### src/rtl/accum_capture.sv
// accum_capture: snapshots per-channel correlator accumulations on each dump strobe,
// tracks new-data / overrun flags, raises a level accumulation interrupt and serves
// captured words and flag snapshots through a one-cycle-latency read port.
//
// Ports:
//   clk, rstn             clock, synchronous active-low reset
//   ch_dump[NUM_CH]       per-channel dump strobe
//   ch_acc[NUM_CH*96]     six signed 16-bit fields per channel (IE, QE, IP, QP, IL, QL)
//   int_enable            interrupt enable
//   rd_en, rd_ch, rd_sel  data read request -> rd_data / rd_valid one clk later
//   status_rd             read-and-clear of flags -> status_new / status_ovr
//   new_data              live new-data flags
//   accum_int             registered interrupt level
module accum_capture #(
    parameter int unsigned NUM_CH = 12,
    localparam int unsigned CHW = (NUM_CH > 1) ? $clog2(NUM_CH) : 1
) (
    input  logic                 clk,
    input  logic                 rstn,
    input  logic [NUM_CH-1:0]    ch_dump,
    input  logic [NUM_CH*96-1:0] ch_acc,
    input  logic                 int_enable,
    input  logic                 rd_en,
    input  logic [CHW-1:0]       rd_ch,
    input  logic [2:0]           rd_sel,
    output logic [15:0]          rd_data,
    output logic                 rd_valid,
    input  logic                 status_rd,
    output logic [NUM_CH-1:0]    status_new,
    output logic [NUM_CH-1:0]    status_ovr,
    output logic [NUM_CH-1:0]    new_data,
    output logic                 accum_int
);

    localparam int unsigned NumFields = 6;

    logic [15:0]       hold_q [NUM_CH][NumFields];
    logic [15:0]       hold_d [NUM_CH][NumFields];
    logic [NUM_CH-1:0] new_q, new_d;
    logic [NUM_CH-1:0] ovr_q, ovr_d;
    logic [NUM_CH-1:0] status_new_q, status_new_d;
    logic [NUM_CH-1:0] status_ovr_q, status_ovr_d;
    logic [15:0]       rd_data_q, rd_data_d;
    logic              rd_valid_q, rd_valid_d;
    logic              accum_int_q, accum_int_d;

    // Capture path: dumping channels overwrite their holding registers.
    always_comb begin
        hold_d = hold_q;
        for (int c = 0; c < NUM_CH; c++) begin
            if (ch_dump[c]) begin
                for (int f = 0; f < NumFields; f++) begin
                    hold_d[c][f] = ch_acc[c*96 + f*16 +: 16];
                end
            end
        end
    end

    // Flags. A dump wins over the clear for new_data, while the same-cycle status
    // read acknowledges the pending flag so the colliding dump is not an overrun.
    always_comb begin
        new_d        = (new_q & ~{NUM_CH{status_rd}}) | ch_dump;
        ovr_d        = status_rd ? '0 : (ovr_q | (ch_dump & new_q));
        status_new_d = status_rd ? new_q : status_new_q;
        status_ovr_d = status_rd ? ovr_q : status_ovr_q;
        accum_int_d  = int_enable & (|new_d);
    end

    // Read port: out-of-range channel or field yields zero; reads see pre-capture data.
    always_comb begin
        rd_valid_d = rd_en;
        rd_data_d  = rd_data_q;
        if (rd_en) begin
            rd_data_d = '0;
            for (int c = 0; c < NUM_CH; c++) begin
                for (int f = 0; f < NumFields; f++) begin
                    if (rd_ch == CHW'(c) && rd_sel == 3'(f)) begin
                        rd_data_d = hold_q[c][f];
                    end
                end
            end
        end
    end

    always_ff @(posedge clk) begin
        if (!rstn) begin
            hold_q       <= '{default: '0};
            new_q        <= '0;
            ovr_q        <= '0;
            status_new_q <= '0;
            status_ovr_q <= '0;
            rd_data_q    <= '0;
            rd_valid_q   <= 1'b0;
            accum_int_q  <= 1'b0;
        end else begin
            hold_q       <= hold_d;
            new_q        <= new_d;
            ovr_q        <= ovr_d;
            status_new_q <= status_new_d;
            status_ovr_q <= status_ovr_d;
            rd_data_q    <= rd_data_d;
            rd_valid_q   <= rd_valid_d;
            accum_int_q  <= accum_int_d;
        end
    end

    assign rd_data    = rd_data_q;
    assign rd_valid   = rd_valid_q;
    assign status_new = status_new_q;
    assign status_ovr = status_ovr_q;
    assign new_data   = new_q;
    assign accum_int  = accum_int_q;

endmodule
### config.mk
export PLATFORM = sky130hd
export DESIGN_NAME = accum_capture
export DESIGN_NICKNAME = d
export VERILOG_FILES = /design/src/rtl/accum_capture.sv
export SDC_FILE = /design/constraint.sdc
export NUM_CORES = 2
export LEC_CHECK = 0
export CAP_MARGIN = 10
export CORE_AREA = 4 4 475 477
export CTS_CLUSTER_DIAMETER = 150
export CTS_CLUSTER_SIZE = 25
export DETAILED_ROUTE_END_ITERATION = 7
export DIE_AREA = 0 0 479 481
export SYNTH_ARGS = -nofsm -noshare
export SYNTH_HDL_FRONTEND = slang
export SYNTH_SLANG_ARGS = --single-unit
### constraint.sdc
create_clock -name clk -period 5.7 [get_ports clk]
set_input_delay 1.14 -clock clk [delete_from_list [all_inputs] [get_ports clk]]
set_output_delay 1.14 -clock clk [all_outputs]
set_load 0.01 [all_outputs]
### After elaboration in Yosys (flattened, before gate mapping)

Index checks and enable logic that the tools add are counted.

| word-level totals | value |
|---|---|
| input bits | 1176 |
| bits in registers | 1218 |
| output and inout port bits | 54 |
| logic and storage cells | 250 |

| operators by class | value |
|---|---|
| reduce and logical (&&, ||, !) cells | 76 |
| bitwise gates (word level) | 7 |
| multiplexer cells | 72 |
| equality and inequality tests | 16 |

Operators with widths:

| operator | number |
|---|---|
| $mux W16 | 72 |
| $logic_and A1 B1 Y1 | 72 |
| $and A12 B12 Y12 | 2 |
| $or A12 B12 Y12 | 2 |
| $eq A4 B3 Y1 const B | 4 |
| $eq A4 B4 Y1 const B | 4 |
| $not A12 Y12 | 1 |
| $reduce_or A12 Y1 | 1 |
| $eq A4 B2 Y1 const B | 2 |
| $eq A3 B2 Y1 const B | 2 |
| $eq A3 B3 Y1 const B | 2 |
| $eq A4 B1 Y1 const B | 1 |
| $logic_not A4 Y1 | 1 |
| $eq A3 B1 Y1 const B | 1 |
| $logic_not A3 Y1 | 1 |
| $reduce_or A2 Y1 | 1 |
| $and A1 B1 Y1 | 1 |
| $not A1 Y1 | 1 |

### Longest topological paths before layout

| logic depth | value |
|---|---|
| depth after elaboration | 74 |
| depth in mapped cells | 13 |
| mapped depth without buffers | 8 |

### Least setup slack after synthesis

Ideal clock, no wire load.

| timing path | value |
|---|---|
| path kind | input-to-reg |
| start point | input rd_sel[1] |
| end point | register rd_data_q[11], in the netlist rd_data[11] |
| slack | 2.496 ns |
| data required time | 5.575 ns |
| arrival time | 3.079 ns |
| cell stages on the path | 11 |
| library setup time | 0.125 ns |
| path buffers | 4 |
| path through | buf_2 > buf_2 > buf_4 > buf_4 > mux2_2 > a221oi_1 > o21ai_0 > a221oi_1 > nand3_1 > o31ai_1 > o21ai_1 |

| between the ends | value |
|---|---|
| longest elaborated chain between the ends | 74 |
| elaborated cells on any way between the ends | 150 |
| classes of those cells | eq/ne: 5; mux: 72; reduce/logical: 73 |

RTL lines:

| item | RTL line | text |
|---|---|---|
| start, declared | 25 | `input logic [2:0] rd_sel,` |
| $logic_not A3 Y1 | 77 | `if (rd_ch == CHW'(c) && rd_sel == 3'(f)) begin` |
| $logic_and A1 B1 Y1 | 77 |  |
| $mux W16 (71 in series) | 77 |  |
| $mux W16 * | 77 |  |
| end signal, assigned | 101 | `rd_data_q <= rd_data_d;` |
| end, declared | 43 | `logic [15:0] rd_data_q, rd_data_d;` |

Every way passes the cells marked *; elsewhere a longest branch is shown, timed or not.
A chain may end at the register's enable or synchronous reset.

### Worst setup path in the final report

| timing path | value |
|---|---|
| start point | input rd_ch[1] |
| end point | register rd_data_q[10], in the netlist rd_data[10] |

| between the ends | value |
|---|---|
| longest elaborated chain between the ends | 74 |
| elaborated cells on any way between the ends | 156 |
| classes of those cells | eq/ne: 11; mux: 72; reduce/logical: 73 |

RTL lines:

| item | RTL line | text |
|---|---|---|
| start, declared | 24 | `input logic [CHW-1:0] rd_ch,` |
| $logic_not A4 Y1 | 77 |  |
| $logic_and A1 B1 Y1 | 77 |  |
| $mux W16 (71 in series) | 77 |  |
| $mux W16 * | 77 |  |

Marks and branches as above.

==> impl_metrics.json <==
{
  "outcome": "finished, final reports clean",
  "path_class": "input port to flop",
  "ios": 1230,
  "grt_max_degree": 210,
  "finClkSkew_ns": 0.05064,
  "firstDrtPassIters": 7,
  "setup-violations-final": 0,
  "hold_viol": 0,
  "die_y_um": 481,
  "synth_fa_ha_area_frac": 0,
  "synthArstFlopShare": 0,
  "hp-class": "flop to flop",
  "clkLatencyLatePin_ns": 0.79,
  "max_cap_violations": 0,
  "synth.area.top_cells": "dfxtp_1 43%, mux2i_1 22%, nor2b_1 10%, nor2_1 3.1%, a21oi_1 1.9%",
  "cts.sinks": 1218,
  "cp-end-kind": "flop",
  "yosysWarningCount": 0,
  "hpwlAfterDp_mm": 298.6,
  "avgViaCountPerCell": 5.339,
  "worst_pin_slew_ns": 1.187,
  "hold_buffers": 0,
  "die_area_sq_um": 230400,
  "ys_ff_latch": 1218,
  "fin_nets": 7977,
  "drcViolationCount": 0,
  "crit_path_max_fanout": 21,
  "post-route-util": 0.3327,
  "r2r_slack_ns": 1.95,
  "synth_flop_cell": "dfxtp_1",
  "port_buffers": 1229,
  "cts_resized": 0,
  "r2r_end": "rd_data[10]$_SDFFE_PN0P_",
  "drtIter0Drc": 5877,
  "synth_edf_count": 0,
  "setup_ws_ns": 0.5199,
  "area_growth_pct": 31.27,
  "grt_first_pass_wirelength_mm": 487.5,
  "crit_arrival_ns": 5.83,
  "synthMuxAreaShare": 0.2227,
  "cts_tree": "yes",
  "root_buffer": "clkbuf_16",
  "hold_depth": 2,
  "syn-cell-area_sq_um": 56130,
  "synth.largest_area_cell": "dfxtp_1",
  "die_w_um": 479,
  "whs_endpoint": "ovr_q[8]$_SDFF_PP0_",
  "hp-start": "ovr_q[8]$_SDFF_PP0_",
  "synth_top_family_by_area": "multiplexers",
  "grt.overflow.total": 0,
  "r2r-start": "hold_q[1146]$_SDFFE_PN0P_",
  "power-per-cell-area_nw_per_um2": 247.5,
  "synth_compound_area_frac": 0.1339,
  "gp_congestion": 0.9768,
  "coreArea_sq_um": 221400,
  "period_needed_ns": 5.180,
  "antenna_found_initial": 158,
  "wl_per_cell_um": 38.17,
  "vdd_drop_max_mv": 0.2833,
  "cp-startpoint": "rd_ch[1]",
  "grt_usage": 0.3097,
  "synth_xor_area_frac": 0,
  "initial_utilization": 0.2535,
  "synth_cell_types": 94,
  "clkTransAtPathRegs_ns": 0.12,
  "whs_ns": 0.4849,
  "ys_seq_area_frac": 0.4344,
  "synthSimpleGateAreaFrac": 0.1703,
  "grt_setup_unrepaired": "false",
  "vias": 52595,
  "cts_buffer_depth": 3,
  "post-place-ws_ns": -0.2065,
  "ff2ff_path_depth": 8,
  "layout-drive-gt1-share": 0.05241,
  "cp.required_ns": 6.35,
  "synth_top_area_frac": 0.4344,
  "max_freq_mhz": 193.0,
  "period_share": 0.9088,
  "postCtsSetupBuffers": 0,
  "slew_violations": 0,
  "antenna_left": 0,
  "p_total_uw": 18230,
  "syn_inst": 5818,
  "slew_headroom": 0.1884,
  "cp-start-kind": "input port",
  "syn_avg_cell_area_sq_um": 9.647,
  "grt_pass1_vias": 50917,
  "synth_fp_nets": 6994,
  "num_rows": 173,
  "wirelength_mm": 376.1,
  "cts_max_level": 2,
  "cellLeakagePower_uw": 0.02900,
  "cts_made_buffers": 58
}
-- how the worst max path moves through the flow --
stage	end	cells after the start
3_5_place_dp	rd_data[10]$_SDFFE_PN0P_	10
5_1_grt	rd_data[10]$_SDFFE_PN0P_	10
4_1_cts	rd_data[10]$_SDFFE_PN0P_	10
2_1_floorplan	rd_data[11]$_SDFFE_PN0P_	11
6_report	rd_data[10]$_SDFFE_PN0P_	10
3_3_place_gp	rd_data[10]$_SDFFE_PN0P_	10
-- final cells by class --
type	instances	area (sq um)
Antenna cell	65	162.7
Clock buffer	60	1490
Clock inverter	11	161.4
Fill cell	22870	147800
Inverter	14	66.31
Multi-Input combinational cell	4095	29740
Sequential cell	1218	24380
Tap cell	2975	3722
Timing Repair Buffer	1414	13950
-- routing by layer --
layer	vias up	global-route usage	wire, um
met1	26029	0.3978	157500
met2	2996	0.4987	171000
li1	22772	-	-
met4	84	0.1288	17880
met5	-	0	523
met3	714	0.07203	29130
-- logic make-up after synthesis --
family	count (synthesis)
and+or+nand+nor	1746
DFF	1218
muxes	1240
AOI/OAI and AO/OA	1109
buffers and inverters	505
-- worst max-delay path: stages --
cell       delay (ns)
buf_2            0.65
and4bb_2         0.71
buf_4            0.26
nand2_1          0.10
o221ai_1         0.60
o2111ai_1        0.34
a31oi_1          0.64
and4bb_1         0.35
a211oi_1         0.81
o41ai_1          0.11
-- registers in the layout, summed over array words and instances, names as in the netlist --
register	cells
accum_int	1
hold_q	1152
new_data	12
ovr_q	12
rd_data	16
rd_valid	1
status_new	12
status_ovr	12
-- placed cells by master (no fill, tap or decap), types with 13 or more instances in the layout --
cell and n:
dfxtp_1 1218, mux2i_1 1216, clkdlybuf4s50_1 1209, nor2b_1 927
nor2_1 454, a21oi_1 217, o21ai_0 201, buf_4 163
nand2_1 158, o22ai_1 133, a22oi_1 107, diode_2 65
a221oi_1 63, clkbuf_16 59, nor3_1 44, o221ai_1 44
o211ai_1 38, nand3_1 34, a31oi_1 33, a22o_1 31
a211oi_1 30, a221o_1 23, buf_12 21, mux2_2 19
o22a_1 16, o21a_1 16, o2bb2ai_1 14, o2111ai_1 13
a21o_1 13, nor4_1 13
-- metrics by stage --
stage / instances / setup TNS (ns) / cell area [sq um]
floorplan: 5818 / 0 / 56130
global placement: 9714 / -0.2865 / 71850
detailed placement: 9716 / -0.2141 / 71860
CTS: 9787 / 0 / 73510
global route: 9828 / 0 / 73620
finish: 9852 / 0 / 73680
-- where the power goes --
group	internal (uW)	leakage, uW	switching (uW)	total [uW]
Sequential	9020	0.0101	572	9590
Combinational	1640	0.0181	1820	3460
Clock	1970	0.000808	3220	5190
-- synthesized netlist by cell type (all sizes together) (33+ instances only) --
master,number
nand2,160
buf,201
nor2b,931
nor2,462
o22ai,133
a221oi,63
a21oi,217
o21ai,210
o221ai,44
a22oi,107
nor3,46
mux2i,1216
clkbuf,290
a31oi,33
nand3,34
o211ai,38
dfxtp,1218
Power figures use the tool's default switching activity.
